## config.mk

```make
export PLATFORM = sky130hd
export DESIGN_NAME = energy_copy_ctrl
export DESIGN_NICKNAME = d
export VERILOG_FILES = /design/src/rtl/mfcc_ctrl_pkg.sv /design/src/rtl/ctrl_down_counter.sv /design/src/rtl/energy_copy_ctrl.sv
export SDC_FILE = /design/constraint.sdc
export NUM_CORES = 1
export LEC_CHECK = 0
export ABC_AREA = 1
export CAP_MARGIN = 20
export CORE_AREA = 2 2 101 103
export CTS_BUF_LIST = sky130_fd_sc_hd__clkbuf_8
export DETAILED_ROUTE_END_ITERATION = 6
export DIE_AREA = 0 0 103 105
export GPL_TIMING_DRIVEN = 0
export PLACE_DENSITY_LB_ADDON = 0.12
export SYNTH_ARGS = -nofsm -noshare
export SYNTH_HDL_FRONTEND = slang
export SYNTH_HIERARCHICAL = 1
export SYNTH_SLANG_ARGS = --single-unit
```

## constraint.sdc

```tcl
create_clock -name clk -period 2.2 [get_ports clk]
set_input_delay 0.33 -clock clk [delete_from_list [all_inputs] [get_ports clk]]
set_output_delay 0.33 -clock clk [all_outputs]
set_load 0.005 [all_outputs]
```

## src/rtl/mfcc_ctrl_pkg.sv

```systemverilog
// Shared definitions for the MFCC copy controllers: copy FSM state encoding and
// default timing/geometry constants.
package mfcc_ctrl_pkg;

  typedef enum logic [2:0] {
    StIdle   = 3'd0,
    StRdAddr = 3'd1,
    StRdWait = 3'd2,
    StWrite  = 3'd3,
    StNext   = 3'd4,
    StDone   = 3'd5
  } copy_state_e;

  localparam int unsigned DefaultRdLatency    = 3;
  localparam int unsigned DefaultWrCycles     = 2;
  localparam int unsigned DefaultResultStride = 13;

endpackage

```

## src/rtl/ctrl_down_counter.sv

```systemverilog
// Loadable down-counter with terminal-count flag; saturates at zero.
module ctrl_down_counter #(
  parameter int unsigned WIDTH = 2
) (
  input  logic             clk,
  input  logic             rst,
  input  logic             load,
  input  logic [WIDTH-1:0] load_val,
  input  logic             dec,
  output logic             tc
);

  logic [WIDTH-1:0] count_q;

  // Load has priority over decrement; holds at zero.
  always_ff @(posedge clk) begin
    if (rst) begin
      count_q <= '0;
    end else if (load) begin
      count_q <= load_val;
    end else if (dec && (count_q != '0)) begin
      count_q <= count_q - WIDTH'(1);
    end
  end

  assign tc = (count_q == '0);

endmodule

```

## src/rtl/energy_copy_ctrl.sv

```systemverilog
// Copies one log-energy word per frame from the energy buffer RAM into the energy
// slot of each frame row in the MFCC result RAM.
// Optional feature: define ENERGY_COPY_FLOOR_EN to clamp captured words to ENERGY_FLOOR.
module energy_copy_ctrl
  import mfcc_ctrl_pkg::*;
#(
  parameter int unsigned ADDR_WIDTH    = 12,
  parameter int unsigned DATA_WIDTH    = 16,
  parameter int unsigned FRAME_CNT_W   = 8,
  parameter int unsigned RD_LATENCY    = DefaultRdLatency,
  parameter int unsigned WR_CYCLES     = DefaultWrCycles,
  parameter int unsigned RESULT_STRIDE = DefaultResultStride,
  parameter int          ENERGY_FLOOR  = -32768
) (
  input  logic                   clk,
  input  logic                   rst,
  input  logic                   start,
  input  logic [FRAME_CNT_W-1:0] num_frames,
  input  logic [ADDR_WIDTH-1:0]  rd_base,
  input  logic [ADDR_WIDTH-1:0]  wr_base,
  output logic                   rd_en,
  output logic [ADDR_WIDTH-1:0]  rd_addr,
  input  logic [DATA_WIDTH-1:0]  rd_data,
  output logic                   wr_en,
  output logic [ADDR_WIDTH-1:0]  wr_addr,
  output logic [DATA_WIDTH-1:0]  wr_data,
  output logic                   busy,
  output logic                   done,
  output logic [FRAME_CNT_W-1:0] frame_idx
);

  localparam int unsigned CntMax = (RD_LATENCY > WR_CYCLES) ? RD_LATENCY : WR_CYCLES;
  localparam int unsigned CntW   = (CntMax < 2) ? 1 : $clog2(CntMax + 1);
  localparam longint      FloorMin = -(longint'(1) <<< (DATA_WIDTH - 1));
  localparam longint      FloorMax = (longint'(1) <<< (DATA_WIDTH - 1)) - 1;

  // Parameter sanity checks at elaboration.
  if (RD_LATENCY < 1 || WR_CYCLES < 1) begin : g_bad_timing
    $error("energy_copy_ctrl: RD_LATENCY and WR_CYCLES must be at least 1");
  end
  if (longint'(ENERGY_FLOOR) < FloorMin || longint'(ENERGY_FLOOR) > FloorMax) begin : g_bad_floor
    $error("energy_copy_ctrl: ENERGY_FLOOR does not fit in DATA_WIDTH");
  end

  copy_state_e            state_q;
  logic [FRAME_CNT_W-1:0] num_frames_q;
  logic [FRAME_CNT_W-1:0] frame_idx_q;
  logic [ADDR_WIDTH-1:0]  rd_addr_q;
  logic [ADDR_WIDTH-1:0]  wr_addr_q;
  logic [DATA_WIDTH-1:0]  data_q;
  logic                   rd_en_q;
  logic                   wr_en_q;
  logic                   busy_q;
  logic                   done_q;

  logic                   cnt_load;
  logic [CntW-1:0]        cnt_load_val;
  logic                   cnt_dec;
  logic                   cnt_tc;
  logic [DATA_WIDTH-1:0]  capture_val;

`ifdef ENERGY_COPY_FLOOR_EN
  assign capture_val = ($signed(rd_data) < ENERGY_FLOOR) ? DATA_WIDTH'(ENERGY_FLOOR) : rd_data;
`else
  assign capture_val = rd_data;
`endif

  // One counter serves both the read wait and the write hold; it is reloaded
  // for the write on the same cycle the read data is captured.
  always_comb begin
    cnt_load     = 1'b0;
    cnt_load_val = '0;
    cnt_dec      = 1'b0;
    case (state_q)
      StRdAddr: begin
        cnt_load     = 1'b1;
        cnt_load_val = CntW'(RD_LATENCY - 1);
      end
      StRdWait: begin
        if (cnt_tc) begin
          cnt_load     = 1'b1;
          cnt_load_val = CntW'(WR_CYCLES - 1);
        end else begin
          cnt_dec = 1'b1;
        end
      end
      StWrite: cnt_dec = !cnt_tc;
      default: ;
    endcase
  end

  ctrl_down_counter #(
    .WIDTH (CntW)
  ) u_wait_cnt (
    .clk      (clk),
    .rst      (rst),
    .load     (cnt_load),
    .load_val (cnt_load_val),
    .dec      (cnt_dec),
    .tc       (cnt_tc)
  );

  // Copy sequencer with registered strobes and address streams.
  always_ff @(posedge clk) begin
    if (rst) begin
      state_q      <= StIdle;
      num_frames_q <= '0;
      frame_idx_q  <= '0;
      rd_addr_q    <= '0;
      wr_addr_q    <= '0;
      data_q       <= '0;
      rd_en_q      <= 1'b0;
      wr_en_q      <= 1'b0;
      busy_q       <= 1'b0;
      done_q       <= 1'b0;
    end else begin
      rd_en_q <= 1'b0;
      done_q  <= 1'b0;
      case (state_q)
        StIdle: begin
          if (start) begin
            num_frames_q <= num_frames;
            frame_idx_q  <= '0;
            rd_addr_q    <= rd_base;
            wr_addr_q    <= wr_base;
            busy_q       <= 1'b1;
            if (num_frames == '0) begin
              done_q  <= 1'b1;
              state_q <= StDone;
            end else begin
              rd_en_q <= 1'b1;
              state_q <= StRdAddr;
            end
          end
        end
        StRdAddr: state_q <= StRdWait;
        StRdWait: begin
          if (cnt_tc) begin
            data_q  <= capture_val;
            wr_en_q <= 1'b1;
            state_q <= StWrite;
          end
        end
        StWrite: begin
          if (cnt_tc) begin
            wr_en_q <= 1'b0;
            state_q <= StNext;
          end
        end
        StNext: begin
          if (frame_idx_q == num_frames_q - FRAME_CNT_W'(1)) begin
            done_q  <= 1'b1;
            state_q <= StDone;
          end else begin
            frame_idx_q <= frame_idx_q + FRAME_CNT_W'(1);
            rd_addr_q   <= rd_addr_q + ADDR_WIDTH'(1);
            wr_addr_q   <= wr_addr_q + ADDR_WIDTH'(RESULT_STRIDE);
            rd_en_q     <= 1'b1;
            state_q     <= StRdAddr;
          end
        end
        StDone: begin
          busy_q  <= 1'b0;
          state_q <= StIdle;
        end
        default: state_q <= StIdle;
      endcase
    end
  end

  assign rd_en     = rd_en_q;
  assign rd_addr   = rd_addr_q;
  assign wr_en     = wr_en_q;
  assign wr_addr   = wr_addr_q;
  assign wr_data   = data_q;
  assign busy      = busy_q;
  assign done      = done_q;
  assign frame_idx = frame_idx_q;

endmodule

```

-- After elaboration in Yosys (flattened, before gate mapping)
Index checks and enable logic that the tools add are counted.
- bits in registers: 65
- bits of input ports: 51
- logic and storage cells: 78
- add/sub/neg operators: 5
- eq/ne operators: 10
- muxes and demuxes: 36
- reduce and logical (&&, ||, !) cells: 16
- operators by type and width (cell ; count):
    2-to-1 mux 12 bit ; 4
    one-hot mux 12 bit (2 select lines) ; 2
    2-to-1 mux 8 bit ; 2
    one-hot mux 8 bit (2 select lines) ; 1
    2-to-1 mux 3 bit ; 5
    one-hot mux 3 bit (5 select lines) ; 1
    adder 12 x 1 -> 12 bit (second input constant) ; 1
    adder 12 x 4 -> 12 bit (second input constant) ; 1
    2-to-1 mux 1 bit ; 12
    one-hot mux 1 bit (2 select lines) ; 6
    nonzero test 2 bit ; 5
    AND reduction 3 bit ; 3
    adder 8 x 1 -> 8 bit (second input constant) ; 1
    == test 8 bit ; 1
    zero test 8 bit ; 1
    inequality test 2 bit (second input constant) ; 4
    subtractor 8 x 1 -> 8 bit (second input constant) ; 1
    == test 3 x 2 -> 1 bit (second input constant) ; 2
    == test 3 bit (second input constant) ; 2
    AND reduction 2 bit ; 3
    2-to-1 mux 2 bit ; 2
    one-hot mux 2 bit (2 select lines) ; 1
    == test 3 x 1 -> 1 bit (second input constant) ; 1
    zero test 3 bit ; 1
    4 further kinds ; 4

-- Logic depth before layout (Yosys ltp)
Gate-level depths: netlist of run 1.
- depth after elaboration: 6
- gate-level depth with buffers: 16

-- Cells and area by module
Netlist of run 1, hierarchy kept.
- modules (own cells, without submodules) (module ; times used ; cells an instance ; area an instance (um2) ; sequential area each (um2)):
    energy_copy_ctrl ; 1 ; 550 ; 3659.8 ; 1261.2
    ctrl_down_counter ; 1 ; 25 ; 140.1 ; 40.0

-- Worst setup path after synthesis of run 1
No wires, ideal clock.
- kind: reg-to-reg
- from: reg num_frames_q[0]
- to: reg rd_addr_q[0] (netlist: rd_addr[0])
- setup time: 0.141 ns
- arrival: 1.678 ns
- required time: 2.059 ns
- path slack: 0.381 ns
- stages on the path, launching flop included: 17
- path buffers: 1
- clock period less this slack: 1.819 ns
- cells stage by stage: dfxtp_1 > inv_2 > ha_1 > inv_1 > nand2_1 > nand2_1 > nor2_1 > nand2_1 > nor2_1 > nand2_1 > nor2_2 > nand2_2 > nand2_4 > nand2_4 > buf_6 > nand2_2 > a21oi_2
- word-level cells in the longest chain between the ends: 4
- RTL lines (what ; RTL line ; RTL):
    from (decl) ; energy_copy_ctrl.sv:46 ; logic [FRAME_CNT_W-1:0] num_frames_q;
    from (signal assigned) ; energy_copy_ctrl.sv:122 ; num_frames_q <= num_frames;
    subtractor 8 x 1 -> 8 bit ; energy_copy_ctrl.sv:151 ; if (frame_idx_q == num_frames_q - FRAME_CNT_W'(1)) begin
    == test 8 bit ; energy_copy_ctrl.sv:151 ;
    inequality test 2 bit (no line) ; - ;
    AND reduction 3 bit (no line) ; - ;
    to (signal assigned) ; energy_copy_ctrl.sv:124 ; rd_addr_q <= rd_base;
    to (signal assigned) ; energy_copy_ctrl.sv:156 ; rd_addr_q <= rd_addr_q + ADDR_WIDTH'(1);
    to (decl) ; energy_copy_ctrl.sv:48 ; logic [ADDR_WIDTH-1:0] rd_addr_q;
No other way between the ends.
A chain may end at the register's enable or synchronous reset.

-- Final worst setup path of run 1
- from: reg num_frames_q[0]
- to: reg rd_addr_q[4] (netlist: rd_addr[4])
The elaborated chain is that of the path after synthesis.

==> results.toml, run 1 <==
[global_route]
grt_pass1_vias = 3954
overflow = 0
antenna_found_initial = 0
grt_max_degree = 13
track_usage = 0.206
grt_pass1_wl_um = 18000

[critical_path]
reg2reg_depth = 16
slowest_delay_ns = 0.37
critPathMaxFanout = 7
crit_top_cell = "nand2_1"
regToRegSetupSlack_ns = 0.13
rr_endpoint = "rd_addr[4]"
critPathSlowestCell = "dfxtp_4"
end_kind = "flop"
rr_startpoint = "num_frames_q[0]"
critical_path_class = "reg2reg"
cp-start-kind = "flop"
crit_family = "simple AND/OR/NAND/NOR gates"
crit_arrival_ns = 2.27
critPathBufInv = 3
crit_chain = "inv_4 > ha_4 > inv_1 > nand2_1 > nand2_1 > nor2_1 > nand2_1 > nor2_1 > nand2_1 > nor2_2 > nand2_2 > nand2_8 > nand2_8 > clkbuf_16 > nand2_2 > a21oi_2"
crit_required_ns = 2.40
worst-path-stages = 16

[pwr]
finalPower_mw = 4.92
p_switching_mw = 1.94
internal-power_mw = 2.98
pwr-share-comb = 0.464
clkPwrFrac = 0.194
power_density_nw_per_um2 = 926
p_leak_nw = 2.17
pwr-share-seq = 0.343
ir_drop_v = 0.000638
p_sw_frac = 0.394

[synthesis]
syn_avg_cell_area_sq_um = 6.61
syn_nets = 631
yosysUniqueCellTypes = 39
yosys_warnings = 6
synth-main-ff-cell = "dfxtp_1"
synthCells = 575
ys_seq_area_frac = 0.342
synth-seq-cells = 65
synth-edff-count = 0
syn_area_sq_um = 3800
async_reset_ff_frac = 0

[timing]
worstMarginPinSlew_ns = 0.740
fin_skew_ns = 0.0144
post-route-period-util = 0.941
rsz0062_at_grt = "no"
max_freq_ghz = 0.483
tns_ns = 0
finalHoldViolCount = 0
slew_viol_final = 0
post-route-min-period_ns = 2.07
finalWorstSetupSlack_ns = 0.130
setup_viol = 0
relSlewSlack = 0.507

[place]
dp_slack_ns = 0.127
placed_area_sq_um = 4990
hpwlAfterDp_um = 7960
routabilityCongestion = 0.848
portBuffers = 102

[die]
num_io_pins = 103
start_util = 0.394
row_count = 36
die-area_sq_um = 10800
die_h_um = 105
die_x_um = 103
coreArea_sq_um = 9640

[min_path]
whs_endpoint = "wr_en"
min_from = "wr_en"
hp-class = "reg2reg"
hold_path_depth = 2

[drt]
via_per_inst = 4.91
wl_per_cell_um = 13.3
drc = 0
antenna_left = 0
drtIter0Drc = 171
dr.pass1.iters = 5
routed_wl_um = 11000
vias = 4079

[flow_run]
cap_violations = 0

[clock_network]
cts.htree.levels = 3
hold_buffers = 0
clk_pin_slew_ns = 0.07
clockRootBuffer = "clkbuf_8"
tritoncts = "done"
cts_num_sinks = 65
cts_buffer_depth = 2
insertion_delay_ns = 0.35
cts_buffers = 9

[layout]
final_area_sq_um = 5320
final_cell_mix = "137 x nand2_1, 102 x clkdlybuf4s50_1, 68 x nand3_1"
area_growth_syn_to_layout_pct = 39.9
drive_gt1_frac = 0.122
antenna_cells = 0
layout_commonest_cell = "nand2_1"
fin_nets = 749
utilization = 0.552

[status]
status = "finished clean"
-- routing by layer --
layer / track usage / part of all wire / vias up
li1: - / - / 2106
met3: 0.0515 / 0.061 / 13
met5: 0 / 0 / -
met4: 0.0752 / 0.015 / 0
met2: 0.339 / 0.48 / 99
met1: 0.257 / 0.44 / 1861
-- area by class of cell --
cell class | instances | area, sq um
Sequential cell | 65 | 1310
Timing Repair Buffer | 106 | 1100
Tap cell | 133 | 166
Buffer | 28 | 239
Clock buffer | 10 | 138
Inverter | 56 | 213
Multi-Input combinational cell | 427 | 2110
Clock inverter | 6 | 43.8
Fill cell | 996 | 4320
-- worst max-delay path by stage --
stage,end,slack [ns],startpoint
floorplan,rd_addr[0],0.38,num_frames_q[0]
global placement,rd_addr[4],0.12,num_frames_q[0]
detailed placement,rd_addr[4],0.13,num_frames_q[0]
CTS,rd_addr[7],0.12,num_frames_q[0]
global route,wr_addr[0],0.008,num_frames_q[0]
finish,rd_addr[4],0.13,num_frames_q[0]
-- stage by stage --
| step | hold WS, ns | cells |
|---|---|---|
| 2_1_floorplan | 0.457 | 575 |
| 3_3_place_gp | 0.457 | 810 |
| 3_5_place_dp | 0.463 | 810 |
| 4_1_cts | 0.475 | 826 |
| 5_1_grt | 0.492 | 831 |
| 6_report | 0.473 | 831 |
-- synth_stat cells (all sizes together), types with 2 or more instances --
| cell | count | share of area |
|---|---|---|
| a21oi | 53 | 0.079 |
| buf | 19 | 0.039 |
| clkbuf | 9 | 0.020 |
| clkinv | 2 | 0.0020 |
| dfxtp | 65 | 0.34 |
| ha | 5 | 0.016 |
| inv | 54 | 0.053 |
| nand2 | 150 | 0.16 |
| nand3 | 69 | 0.092 |
| nand4 | 7 | 0.012 |
| nor2 | 76 | 0.082 |
| nor3 | 4 | 0.0053 |
| nor4 | 2 | 0.0033 |
| o21ai | 38 | 0.050 |
| o31ai | 3 | 0.0059 |
| or2 | 4 | 0.0066 |
| xnor2 | 3 | 0.0069 |
| xor2 | 4 | 0.0092 |
-- logic make-up after synthesis --
family | Yosys count | share of synthesized area
AND/OR/NAND/NOR | 314 | 0.365
AO/OA/AOI/OAI | 100 | 0.147
buffers and inverters | 84 | 0.114
flip-flops | 65 | 0.342
XOR/XNOR | 7 | 0.0161
adder cells (fa/ha/maj) | 5 | 0.0165
-- power groups by stage --
stage | clock network, mW | registers [mW] | logic (mW)
finish | 0.953 | 1.69 | 2.28
global route | 1.03 | 1.73 | 2.55
CTS | 0.974 | 1.68 | 2.10
global placement | 0 | 1.70 | 2.05
floorplan | 0 | 1.68 | 1.29
detailed placement | 0 | 1.71 | 2.09
-- flip-flops by register name, summed over array words and instances, names as in the netlist --
signal / cells
state_q: 3
rd_en: 1
busy: 1
frame_idx: 8
num_frames_q: 8
wr_data: 16
wr_en: 1
rd_addr: 12
wr_addr: 12
done: 1
u_wait_cnt/count_q: 2
-- worst reg2reg max path: cells and delay by family, from the launching register on --
family	cells	cell delay [ns]
AO/OA/AOI/OAI	1	0.05
adder cells (fa/ha/maj)	1	0.25
buffers and inverters	3	0.28
flip-flops	1	0.37
AND/OR/NAND/NOR	11	0.97
-- repair_timing --
item / CTS / global route
resized for setup: 0 / 12
setup endpoints to repair: 0 / 16
setup buffers: 0 / 1
(Power assumes the default switching activity.)
==> run 2: changes to the inputs <==
Settings changed: ABC_CLOCK_PERIOD_IN_PS from default to 2200, SLEW_MARGIN from default to 10.
==> results of run 2 <==
The final DEF is identical to that of run 1; final timing and power are the same.
==> run 3: changes to the inputs <==
Settings changed: ABC_AREA 1 to default, CORE_AREA 2 2 101 103 to 2 2 99 101, DIE_AREA 0 0 103 105 to 0 0 101 103, SKIP_CTS_REPAIR_TIMING from default to 1, SLEW_MARGIN 10 to 30.
==> results.toml, run 3 <==
[status]
status = "complete, but fails checks"
failed_checks = "negative setup slack"

[timing]
setup_viol = 35
rsz0062_at_grt = "yes"
max_freq_ghz = 0.414
finalHoldViolCount = 0
fin_skew_ns = 0.0106
slew_viol_final = 0
finalWorstSetupSlack_ns = -0.215
relSlewSlack = 0.413
post-route-min-period_ns = 2.41
post-route-period-util = 1.10
fin_hold_ws_ns = 0.456
worstMarginPinSlew_ns = 0.873
tns_ns = -5.14

[synthesis]
synth-edff-count = 0
yosysUniqueCellTypes = 73
syn_area_sq_um = 3660
synth-seq-cells = 65
async_reset_ff_frac = 0
synth_most_common_cell = "nand2_1"
synthTopCellsByArea = "dfxtp_1 36%, nand2_1 8.2%, a21oi_1 6.4%, nor2_1 3.9%, clkbuf_1 2.3%"
synth_common_cells = "80 x nand2_1, 65 x dfxtp_1, 47 x a21oi_1"
synthCells = 460
syn_nets = 516
syn_avg_cell_area_sq_um = 7.96
synth_largest_area_cell = "dfxtp_1"
ys_seq_area_frac = 0.355
yosys_warnings = 6
synth_top_area_frac = 0.355
synth-main-ff-cell = "dfxtp_1"

[clock_network]
clk_pin_slew_ns = 0.08
clockRootBuffer = "clkbuf_8"
tritoncts = "done"
cts_buffers = 9
cts_num_sinks = 65
cts_buffer_depth = 2
insertion_delay_ns = 0.35
cts.htree.levels = 3

[pwr]
pwr-share-seq = 0.402
p_switching_mw = 1.15
p_leak_nw = 1.93
power_density_nw_per_um2 = 629
pwr-share-comb = 0.285
clkPwrFrac = 0.313
internal-power_mw = 2.30
p_sw_frac = 0.334
ir_drop_v = 0.000390

[die]
start_util = 0.387
coreArea_sq_um = 9460
die_x_um = 101
die_h_um = 103
row_count = 36
num_io_pins = 103
die-area_sq_um = 10400

[critical_path]
cp-start-kind = "flop"
crit_required_ns = 2.46
critical_path_class = "reg2reg"
crit_arrival_ns = 2.68
end_kind = "flop"
critPathMaxFanout = 8

[place]
portBuffers = 102
routabilityCongestion = 0.925
dp_cells = 676
placed_area_sq_um = 4860
hpwlAfterDp_um = 8990

[drt]
via_per_inst = 5.91
vias = 4159
routed_wl_um = 13100
wl_per_cell_um = 18.6
drtIter0Drc = 317
antenna_left = 0
dr.pass1.iters = 5
drc = 0

[layout]
fin_nets = 641
drive_gt1_frac = 0.188
largest_reg_flops = 16
area_growth_syn_to_layout_pct = 49.8
final_area_sq_um = 5490
layout_commonest_cell = "clkdlybuf4s50_1"
antenna_cells = 0
final_cell_mix = "102 x clkdlybuf4s50_1, 79 x nand2_1, 63 x dfxtp_1"
final_cell_count_no_fill = 704

[global_route]
overflow = 0
track_usage = 0.245
grt_max_degree = 14
grt_pass1_wl_um = 20000
antenna_found_initial = 0
grt_pass1_vias = 4009

[flow_run]
cap_violations = 0

[min_path]
hp-class = "reg2reg"
## run 3: final cells by class
cell class                 instances  area (sq um)
buffer                            30           190
clock buffer                       9           124
clock inverter                     7          75.1
fill                             904          3970
inverter                          13          53.8
multi-input combinational        349          2400
sequential                        65          1310
tap                              114           143
timing repair buffer             117          1190
## run 3: layer usage
layer / vias up / global-route usage / part of all wire
met4: 0 / 0.0967 / 0.020
met1: 1956 / 0.309 / 0.41
met5: - / 0 / 0
met3: 32 / 0.0732 / 0.11
met2: 229 / 0.394 / 0.47
li1: 1942 / - / -
## run 3: metrics by stage
stage / utilization / power (mW) / setup slack, ns
after detailed placement: 0.513 / 2.29 / -0.601
after CTS: 0.535 / 3.36 / -0.514
final: 0.580 / 3.45 / -0.215
after global routing: 0.580 / 3.61 / -0.303
after floorplan: - / 1.89 / -0.00956
after global placement: 0.513 / 2.27 / -0.569
## run 3: cell families after synthesis
family / after synthesis / synth area share
xor gates and xnor gates: 14 / 0.0335
adders and majority gates: 5 / 0.0171
AOI/OAI and AO/OA: 128 / 0.258
and+or+nand+nor: 196 / 0.260
buffers and inverters: 46 / 0.0594
DFF: 65 / 0.355
muxes: 6 / 0.0171
## run 3: worst paths after layout
kind                    from           to  slack (ns)  cells after the start
min              wr_data[13]  wr_data[13]        0.46                      2
min reg2reg      wr_data[13]  wr_data[13]        0.46                      2
max          num_frames_q[1]   wr_addr[0]       -0.21                     10
max reg2reg  num_frames_q[1]   wr_addr[0]       -0.21                     10
## run 3: power by group through the flow
| stage | combinational, mW | clock [mW] | sequential (mW) |
|---|---|---|---|
| floorplan | 0.496 | 0 | 1.39 |
| global placement | 0.865 | 0 | 1.40 |
| detailed placement | 0.882 | 0 | 1.41 |
| CTS | 0.887 | 1.09 | 1.38 |
| global route | 1.07 | 1.14 | 1.40 |
| finish | 0.983 | 1.08 | 1.39 |
## run 3: critical path, stage by stage (launching register included)
cell and delay [ns]:
dfxtp_4 0.37, inv_4 0.06, ha_4 0.16, and2b_1 0.17, or3b_4 0.39, a32oi_2 0.23, o2111a_2 0.36, buf_6 0.14
o21ai_4 0.07, buf_6 0.15, a311oi_1 0.24
